`config.mk`:
```
export PLATFORM = sky130hd
export DESIGN_NAME = mem_access_unit
export DESIGN_NICKNAME = d
export VERILOG_FILES = /design/src/rtl/mem_access_unit.sv
export SDC_FILE = /design/constraint.sdc
export NUM_CORES = 1
export LEC_CHECK = 0
export CAP_MARGIN = 10
export CORE_ASPECT_RATIO = 1.4
export CORE_UTILIZATION = 35
export CTS_CLUSTER_SIZE = 28
export DETAILED_ROUTE_END_ITERATION = 8
export GPL_ROUTABILITY_DRIVEN = 0
export GPL_TIMING_DRIVEN = 0
export MAX_ROUTING_LAYER = met4
export PLACE_DENSITY = 0.66
export SLEW_MARGIN = 40
export SYNTH_ARGS = -nofsm -noshare
export SYNTH_HDL_FRONTEND = slang
export SYNTH_SLANG_ARGS = --single-unit
```
`constraint.sdc`:
```
create_clock -name clk -period 2.1 [get_ports clk]
set_input_delay 0.315 -clock clk [delete_from_list [all_inputs] [get_ports clk]]
set_output_delay 0.315 -clock clk [all_outputs]
set_load 0.02 [all_outputs]
```
`src/rtl/mem_access_unit.sv`:
```
// Load/store unit between the MEM stage and a word-indexed data memory.
// Handles byte-lane extraction, sign/zero extension and sub-word read-modify-write.
module mem_access_unit #(
  parameter int MEM_WORDS = 128
) (
  input  logic        clk,
  input  logic        rst,
  input  logic        req_valid,
  output logic        req_ready,
  input  logic        req_write,
  input  logic [1:0]  req_size,
  input  logic        req_signed,
  input  logic [31:0] req_addr,
  input  logic [31:0] req_wdata,
  output logic        resp_valid,
  output logic [31:0] resp_rdata,
  output logic        resp_err,
  output logic [31:0] mem_addr,
  output logic        mem_read_control,
  output logic        write_data_control,
  output logic [31:0] mem_wdata,
  input  logic [31:0] mem_rdata
);

  typedef enum logic [2:0] {IDLE, READ, RMW_READ, WRITE, RESP} state_t;

  localparam logic [31:0] MEM_WORDS_L = 32'(MEM_WORDS);

  state_t      r_state;
  logic [1:0]  r_size;
  logic        r_signed;
  logic [31:0] r_addr;
  logic [31:0] r_storeData;
  logic [31:0] r_memWdata;
  logic [31:0] r_rdata;
  logic        r_err;

  logic        w_err;
  logic [31:0] w_reqIdx;
  logic [4:0]  w_shamt;
  logic [31:0] w_shifted;
  logic [31:0] w_loadData;
  logic [31:0] w_laneMask;
  logic [31:0] w_merged;

  assign w_reqIdx = {2'b00, req_addr[31:2]};

  always_comb begin
    w_err = 1'b0;
    if (req_size == 2'd3) w_err = 1'b1;
    if (req_size == 2'd1 && req_addr[0]) w_err = 1'b1;
    if (req_size == 2'd2 && req_addr[1:0] != 2'b00) w_err = 1'b1;
    if (w_reqIdx >= MEM_WORDS_L) w_err = 1'b1;
  end

  // Legal halfwords only sit at offsets 0 or 2, so one byte-offset shift serves both sizes.
  assign w_shamt   = {r_addr[1:0], 3'b000};
  assign w_shifted = mem_rdata >> w_shamt;

  always_comb begin
    w_loadData = mem_rdata;
    case (r_size)
      2'd0:    w_loadData = {{24{r_signed & w_shifted[7]}}, w_shifted[7:0]};
      2'd1:    w_loadData = {{16{r_signed & w_shifted[15]}}, w_shifted[15:0]};
      default: w_loadData = mem_rdata;
    endcase
  end

  assign w_laneMask = (r_size == 2'd0) ? (32'h0000_00FF << w_shamt)
                                       : (32'h0000_FFFF << w_shamt);
  assign w_merged   = (mem_rdata & ~w_laneMask) | ((r_storeData << w_shamt) & w_laneMask);

  always_ff @(posedge clk) begin
    if (rst) begin
      r_state     <= IDLE;
      r_size      <= 2'd0;
      r_signed    <= 1'b0;
      r_addr      <= '0;
      r_storeData <= '0;
      r_memWdata  <= '0;
      r_rdata     <= '0;
      r_err       <= 1'b0;
    end else begin
      case (r_state)
        IDLE: begin
          if (req_valid) begin
            r_size      <= req_size;
            r_signed    <= req_signed;
            r_addr      <= req_addr;
            r_storeData <= req_wdata;
            if (w_err) begin
              r_rdata <= '0;
              r_err   <= 1'b1;
              r_state <= RESP;
            end else if (!req_write) begin
              r_state <= READ;
            end else if (req_size == 2'd2) begin
              r_memWdata <= req_wdata;
              r_state    <= WRITE;
            end else begin
              r_state <= RMW_READ;
            end
          end
        end
        READ: begin
          r_rdata <= w_loadData;
          r_err   <= 1'b0;
          r_state <= RESP;
        end
        RMW_READ: begin
          r_memWdata <= w_merged;
          r_state    <= WRITE;
        end
        WRITE: begin
          r_rdata <= '0;
          r_err   <= 1'b0;
          r_state <= RESP;
        end
        RESP:    r_state <= IDLE;
        default: r_state <= IDLE;
      endcase
    end
  end

  // Strobes and handshakes are decoded from state and masked by reset so an aborted store never writes.
  assign req_ready          = (r_state == IDLE) && !rst;
  assign resp_valid         = (r_state == RESP) && !rst;
  assign mem_read_control   = ((r_state == READ) || (r_state == RMW_READ)) && !rst;
  assign write_data_control = (r_state == WRITE) && !rst;
  assign mem_addr           = (r_state == IDLE) ? '0 : {2'b00, r_addr[31:2]};
  assign mem_wdata          = r_memWdata;
  assign resp_rdata         = r_rdata;
  assign resp_err           = r_err;

endmodule

```
==> results.py, run 1 <==
metrics = {
    "timing": {
        "rsz0062_at_grt": "yes",
        "holdWs_ps": 227,
        "fmax_ghz": 0.486,
        "fin_crit_ps": 2060,
        "fin_crit_sh_pct": 98.0,
        "skew_ps": 7.51,
        "drv_slew": 0,
        "tightest_slew_ps": 641,
        "finalSetupViolations": 0,
        "maxSlewHeadroom_pct": 56.9,
        "finalHoldViolCount": 0,
    },
    "worst_setup_path": {
        "critPathMaxStageDelay_ps": 360,
        "worst-path-buf-inv": 4,
        "cp_max_fo": 10,
        "required_ps": 1780,
        "r2r_slack_ps": 80,
        "crit_slowest_cell": "dfxtp_1",
        "critPathCaptureType": "output pin",
        "cp_common_cell": "clkbuf_8",
        "crit_family": "buffers and inverters",
        "worst_ep_arrival_time_ps": 1740,
        "cp-start-kind": "flop",
        "crit_chain": "clkbuf_8 -> nor3_4 -> buf_4 -> clkbuf_8 -> nor2b_1 -> clkdlybuf4s15_2",
        "critPathKind": "reg -> out",
    },
    "worst_hold_path": {
        "hp-class": "in -> reg",
    },
    "global_route": {
        "gr-total-overflow": 0,
        "grt_max_degree": 17,
        "gr-usage-all-layers_pct": 25.5,
        "grt_pass1_vias": 6461,
        "grt_first_pass_wirelength_mm": 34.2,
        "antenna_found_initial": 1,
    },
    "synth": {
        "synthCells": 766,
        "ys_types": 45,
        "synth_flop_cell": "dfxtp_1",
        "ys_seq_elements": 127,
        "yosys_warnings": 0,
        "syn_area_mm2": 0.00617,
        "ys_async_sr_fraction_pct": 0,
        "avgSynthCellArea_um2": 8.06,
        "synth_edf_count": 0,
        "ys_seq_area_share_pct": 41.2,
    },
    "job": {
        "cap_violations": 0,
    },
    "power": {
        "pwr-share-clk_pct": 46.7,
        "net-switching-power_mw": 1.55,
        "power_mw": 6.38,
        "peakVddDrop_v": 0.000484,
        "swShare_pct": 24.3,
        "intPower_mw": 4.83,
        "power.leakage_nw": 3.45,
        "powerDensity_mw_per_mm2": 687,
        "power_frac_comb_pct": 13.6,
        "seq_power_share_pct": 39.7,
    },
    "floorplan": {
        "io_pins": 204,
        "die_h_um": 159,
        "start_util_pct": 35.6,
        "die_area_mm2": 0.0182,
        "design.core.area_mm2": 0.0173,
        "die_w_um": 114,
        "std_cell_rows": 57,
    },
    "routing": {
        "drc": 0,
        "routedWlPerCell_um": 18.2,
        "drtPass1Iterations": 5,
        "routed_wl_mm": 22.6,
        "via_per_inst": 5.25,
        "drt_iter0_markers": 349,
        "vias": 6540,
        "postRouteAntennaNets": 0,
    },
    "clock_network": {
        "cts.reportedPaths.clkPinSlew_ps": 50,
        "cts_root_buf": "clkbuf_16",
        "clk_latency_ps": 430,
        "cts_sinks": 127,
        "cts_buffer_depth": 2,
        "numCtsBuffers": 17,
        "cts_tree": "done",
        "htreeDepth": 4,
    },
    "final_layout": {
        "syn_to_final_growth_pct": 50.5,
        "drive_above_1_share_pct": 13.2,
        "nets": 1102,
        "antenna_cells": 0,
        "fill_cells": 1648,
    },
    "outcome": {
        "status": "finished, final reports clean",
    },
    "place": {
        "port_buffers": 200,
        "dp_hpwl_mm": 17.5,
    },
}
## power groups by stage
stage	clock network [mW]	logic, mW	registers (mW)
floorplan	0	0.432	2.56
global placement	0	0.831	2.57
detailed placement	0	0.832	2.58
CTS	3.01	0.844	2.53
global route	3.13	0.941	2.53
finish	2.98	0.871	2.53
## final timing paths
| check | startpoint | to | cells past startpoint |
|---|---|---|---|
| worst max-delay path | r_state[2] | mem_addr[18] | 6 |
| worst min-delay path | req_addr[16] | r_addr[16] | 3 |
| worst max register to register | r_state[0] | mem_wdata[14] | 6 |
| worst min register to register | r_addr[23] | r_addr[23] | 2 |
## cells in the final DEF (no fill, tap or decap), types with 16 or more instances in the layout
master           Yosys  layout
clkdlybuf4s50_1      0     161
a2bb2oi_1           16      16
clkbuf_16            0      17
mux2i_1             33      33
a22o_1              17      17
nor2b_1             34      34
o21ai_0             26      23
nor2_1              55      54
dfxtp_1            127     126
buf_2               16      27
clkbuf_1            48      33
buf_4                3      19
a21oi_1             64      64
nand2_1            142     142
nand2b_1            24      24
a221oi_1            31      28
a211oi_1            25      25
## area by class of cell
| class | instances | area [um^2] | area share [%] |
|---|---|---|---|
| inverter | 11 | 41.3 | 0.445 |
| buffer | 72 | 420 | 4.53 |
| sequential | 127 | 2540 | 27.4 |
| clock buffer | 24 | 482 | 5.19 |
| multi-input combinational | 555 | 3370 | 36.3 |
| timing repair buffer | 215 | 2030 | 21.8 |
| clock inverter | 6 | 108 | 1.16 |
| tap | 236 | 295 | 3.18 |
## flip-flops by register name, summed over array words and instances, names as in the netlist
register and count:
resp_rdata 32, resp_err 1, r_addr 32, r_storeData 24
r_state 3, r_size 2, r_signed 1, mem_wdata 32
## tightest hold or removal path, cell delays in order
cell	delay, ps
dlymetal6s2s_1	150
nand2_1	70
a21oi_1	60
## per-layer routing
metal  vias to the layer above  share of wire [%]  track usage, %
met5                         -                  0               -
met4                         0                4.3            12.5
met3                        55                7.7            6.01
met2                       302                 49            43.2
met1                      3015                 39            27.7
li1                       3168                  -               -
## synthesized netlist by cell type, drive strengths merged, types with 14 or more instances
master | n | share of area (%)
nor2 | 57 | 3.5
mux2i | 33 | 5.4
a211oi | 25 | 3.0
nand2 | 142 | 8.6
buf | 26 | 2.3
nor2b | 34 | 3.4
a21oi | 64 | 5.2
o21ai | 26 | 2.1
a2bb2oi | 16 | 2.3
a221oi | 31 | 4.4
nor3 | 14 | 1.2
dfxtp | 127 | 41
a22o | 17 | 2.4
nand2b | 24 | 2.4
clkbuf | 48 | 2.9
## through the flow
stage | util, % | setup TNS, ps | setup WS [ps] | cell area [um^2] | std cells
6_report | 53.6 | 0 | 42.1 | 9290 | 1246
5_1_grt | 53.6 | -42.9 | -15.3 | 9290 | 1246
4_1_cts | 53.3 | 0 | 4.78 | 9230 | 1235
3_5_place_dp | 48.9 | -47990 | -702 | 8480 | 1203
3_3_place_gp | 48.9 | -44740 | -714 | 8470 | 1203
2_1_floorplan | - | 0 | 194 | 6170 | 767
## what timing repair did
item | in CTS | in global routing
buffers inserted | 4 | 10
setup endpoints to repair | 130 | 106
hold buffers | 0 | 0
gates resized for setup | 136 | 50
gates cloned | 0 | 1
pin swaps | 2 | 7
## cell families after synthesis
family                 Yosys count  synth area share [%]
AND/OR/NAND/NOR                306                  23.0
buffers and inverters           85                  5.92
multiplexers                    34                  5.72
AO/OA/AOI/OAI                  212                  23.9
flip-flops                     127                  41.2
other                            1                0.0608
XOR/XNOR                         1                 0.142
Note: power is estimated with default switching activity, not from simulation.
==> run 2: changes to the inputs <==
--- a/config.mk
+++ b/config.mk
@@ -18,3 +18,4 @@
 export SYNTH_ARGS = -nofsm -noshare
 export SYNTH_HDL_FRONTEND = slang
 export SYNTH_SLANG_ARGS = --single-unit
+export TNS_END_PERCENT = 100
==> results of run 2 <==
No change in the layout: final DEF, timing and power equal those of run 1.
==> patch 1 (flow settings as in run 1) <==
Register the output `resp_err` once more, with the module's reset; this adds one clock of latency there. The other outputs are not delayed to match.
--- a/src/rtl/mem_access_unit.sv
+++ b/src/rtl/mem_access_unit.sv
@@ -130,7 +130,13 @@
   assign mem_addr           = (r_state == IDLE) ? '0 : {2'b00, r_addr[31:2]};
   assign mem_wdata          = r_memWdata;
   assign resp_rdata         = r_rdata;
-  assign resp_err           = r_err;
+  always_ff @(posedge clk) begin
+    if (rst) begin
+      resp_err <= '0;
+    end else begin
+      resp_err <= r_err;
+    end
+  end
 
 endmodule
 
Check against the original RTL: not equivalent (a bounded check fails within 4 cycles, from zero or initial values and one cycle with rst high).
==> patch 1 against run 1 <==
Register-to-register slack gained 0.03 ns; critical path type unchanged; area after synthesis up 3.8%; hold slack lost 0.053 ns; wire length rose by 5.3%; largest power group unchanged; setup slack worse by 0.0072 ns; design area grew 2.5%; highest routed layer unchanged; sequential cell count rose by 1; cell count increased by 4.0%; largest cell class unchanged; via count up 5.3%; synthesized cell count increased by 5.7%; total power rose by 3.0%.
==> patch 1: results (changes against run 1) <==
CRIT_REG_REG_STARTPOINT='r_addr[0]'
SYNTH.AREA.TOP_CELLS='dfxtp_1, nand2_1, a21oi_1, o2bb2ai_1, nor2b_1'
FF2FF_PATH_DEPTH=7  # +1
GRTUSAGEMET3_PCT=5.19  # -0.83 points
MET3ROUTEDLENGTH_UM=1470  # -15%
ROUTED-VIA-COUNT=6888  # +5.3%
DESIGN.FINAL.NETS=1146  # +4.0%
PLACEDCELLCOUNT=1252  # +4.1%
FINALNONFILLERCELLS=1296  # +4.0%
MAX_STAGE_DELAY_NS=0.32  # -0.04 ns
PORT_BUFFERS=201  # +0.50%
WORST_HOLD_LAUNCH='req_addr[13]'
SW_FRAC_OF_TOTAL_PCT=26.1  # +1.8 points
STATUS='finished, final reports clean'
WORST_HOLD_PATH.ENDPOINT='r_addr[13]'
R2R-END='resp_rdata[20]'
GRT_UTIL_MET1_PCT=28.0  # +0.22 points
POWER.INTERNAL_mW=4.86  # +0.56%
MET2_USAGE_PCT=43.5  # +0.30 points
FIRST_ITER_VIOLATIONS=330  # -5.4%
YOSYSSEQAREASHARE_PCT=40.0  # -1.2 points
SYNTH_TOP_CELLS_BY_COUNT='nand2_1, dfxtp_1, a21oi_1'
FIRST_GLOBAL_VIAS=6720  # +4.0%
POWER.STATIC_LEAKAGE_nW=3.52  # +2.0%
ROUTE.MET2.WL_UM=11600  # +5.0%
SYNTHCELLS=810  # +5.7%
ROUTEDWLPERCELL_UM=18.4  # +1.2%
FIN_SKEW_NS=0.00708  # -0.000432 ns
MET1_LENGTH_UM=9220  # +4.4%
DRIVE_ABOVE_1_SHARE_PCT=13.2  # about the same
WORST_HOLD_SLACK_NS=0.175  # -0.0526 ns
R2R_SETUP_SLACK_NS=0.11  # +0.03 ns
NUMBER_OF_DISTINCT_STANDARD_CELLS_REFERENCED_BY_THE_SYNTHESIZED_NETLIST=46  # +2.2%
DPL.HPWL_UM=18400  # +5.0%
==> patch 1: final cells by class <==
type	count	area, um2
Buffer	78	457
Clock buffer	19	453
Clock inverter	13	163
Fill cell	1763	8400
Inverter	14	52.6
Multi-Input combinational cell	588	3480
Sequential cell	128	2560
Tap cell	240	300
Timing Repair Buffer	216	2050
==> patch 1: through the flow <==
| stage | utilization [%] | TNS (ns) | worst slack, ns | instance area (um2) |
|---|---|---|---|---|
| 4_1_cts | 52.9 | -0.234 | -0.120 | 9490 |
| 2_1_floorplan | - | 0 | 0.268 | 6410 |
| 3_3_place_gp | 48.6 | -69.14 | -1.07 | 8720 |
| 3_5_place_dp | 48.6 | -67.92 | -1.09 | 8720 |
| 6_report | 53.1 | 0 | 0.0349 | 9520 |
| 5_1_grt | 53.1 | -0.142 | -0.0243 | 9520 |
==> patch 1: cell families after synthesis <==
group | share of synthesized area (%)
and+or+nand+nor | 22.6
AOI/OAI and AO/OA | 27.6
DFF | 40.0
buffers and inverters | 6.76
muxes | 3.01
other | 0.0586
==> patch 1: worst max-delay path by stage <==
stage / start / end / slack, ns / cells after the start
5_1_grt: req_addr[25] / resp_rdata[18] / -0.02 / 8
3_5_place_dp: rst / req_ready / -1.09 / 6
6_report: r_state[0] / mem_addr[16] / 0.03 / 6
2_1_floorplan: r_addr[0] / resp_rdata[16] / 0.27 / 7
4_1_cts: rst / req_ready / -0.12 / 6
3_3_place_gp: rst / req_ready / -1.07 / 6
==> patch 1: what timing repair did <==
| action | in CTS | in global routing |
|---|---|---|
| hold buffers | 0 | 0 |
| setup endpoints to repair | 111 | 94 |
| gates resized for setup | 110 | 62 |
| pin swaps | 3 | 7 |
| buffers inserted | 9 | 6 |
==> patch 2 (config.mk and constraints of run 1) <==
Made on the original files. Set the parameter `MEM_WORDS` to 64 (it was 128).
--- a/src/rtl/mem_access_unit.sv
+++ b/src/rtl/mem_access_unit.sv
@@ -1,7 +1,7 @@
 // Load/store unit between the MEM stage and a word-indexed data memory.
 // Handles byte-lane extraction, sign/zero extension and sub-word read-modify-write.
 module mem_access_unit #(
-  parameter int MEM_WORDS = 128
+  parameter int MEM_WORDS = 64
 ) (
   input  logic        clk,
   input  logic        rst,
Function: changed (Yosys sat finds a counterexample within 4 cycles, from zero or initial values and one cycle with rst high).
==> patch 2 against run 1 <==
Sequential power is essentially flat; wire length increased by 1.2%; clock skew about the same; clock power down 2%; area after synthesis rose by 0.32%; synthesized cell count unchanged; sequential cell count is the same; first-iteration DRC count decreased by 9.5%; setup slack lost 0.011 ns; design area is 1.1% higher; total power decreased by 0.45%; largest cell class unchanged.
==> patch 2: results (changes against run 1) <==
DESIGN.FINAL.NETS=1105  # +0.27%
STATUS='finished, final reports clean'
GRTUSAGEMET3_PCT=6.93  # +0.91 points
LAYOUT.BUFFER.NONCLOCK.AREA_SHARE_PCT=25.9  # -0.46 points
CP.ARRIVAL_NS=2.41  # +0.67 ns
CLOCK_CELL_AREA_SHARE_PCT=6.25  # -0.095 points
DESIGN_POWER_TOTAL_mW=6.35  # -0.45%
SYNTHMUXAREASHARE_PCT=5.70  # -0.018 points
NCLKBUFFERS=23  # -4.2%
INITIAL_ANTENNA_VIOLATION_COUNT=0  # -1
POWER.STATIC_LEAKAGE_nW=3.46  # +0.32%
SYNTH.AREA.TOP_CELLS='dfxtp_1, nand2_1, mux2i_1, a21oi_1, a221oi_1'
FIN_SKEW_NS=0.00734  # -0.000165 ns
PLACE_WORST_SETUP_SLACK_NS=-0.789  # -0.0872 ns
ROUTED_VIA_DENSITY=5.22  # -0.54%
SYNTH_TOP_CELLS_BY_COUNT='nand2_1, dfxtp_1, a21oi_1'
SEQUENTIAL_CELL_AREA_UM2=2550  # about the same
TIGHTESTPINTRANSITION_NS=0.661  # +0.0196 ns
FIRST_ITER_VIOLATIONS=316  # -9.5%
NUMBER_OF_DISTINCT_STANDARD_CELLS_REFERENCED_BY_THE_SYNTHESIZED_NETLIST=48  # +6.7%
GRT_UTIL_MET1_PCT=28.4  # +0.65 points
NFILLCELLS=1666  # +1.1%
GRT.TOTAL_USAGE_PCT=25.9  # +0.33 points
GRT_PASS1_WL_UM=34600  # +1.1%
MET2_USAGE_PCT=41.4  # -1.8 points
AREA_OF_COMBINATIONAL_CELLS_WITH_MULTIPLE_INPUTS_UM2=3490  # +3.5%
ROUTED-VIA-COUNT=6531  # -0.14%
DPL.HPWL_UM=17400  # -0.55%
BUFFERS_EXCL_CLOCK=290  # +1.0%
SEQ_CELLS=127  # unchanged
ROUTEDWLPERCELL_UM=18.3  # +0.83%
TAPCELLCOUNT=236  # unchanged
POST_DP_CELL_AREA_UM2=8490  # +0.16%
FIRST_GLOBAL_VIAS=6421  # -0.62%
SYNTH_COMPOUND_GATE_AREA_SHARE_PCT=23.8  # -0.077 points
patch 2: worst paths after layout:
kind / startpoint / to / slack (ns) / cells past startpoint
worst max register to register: r_state[0] / mem_wdata[12] / 0.03 / 6
worst min-delay path: mem_rdata[31] / resp_rdata[31] / 0.35 / 3
worst min register to register: r_addr[17] / r_addr[17] / 0.45 / 2
worst max-delay path: r_state[0] / mem_wdata[12] / 0.03 / 6
patch 2: critical path: stages, from the launching register on:
cell and delay, ns:
dfxtp_2 0.38, or3b_1 0.38, clkbuf_1 0.20, clkbuf_1 0.25, nor3b_1 0.47, a221oi_2 0.07, a211oi_1 0.23
patch 2: repair_timing:
item,in CTS,in global routing
gates resized for setup,158,56
pin swaps,3,6
gates cloned,0,1
setup endpoints to repair,123,110
setup buffers,8,11
patch 2: metal layers:
metal	vias up	part of all wire [%]
met5	-	0
met4	0	4.7
met3	61	8.0
met2	280	48
met1	2999	39
li1	3191	-
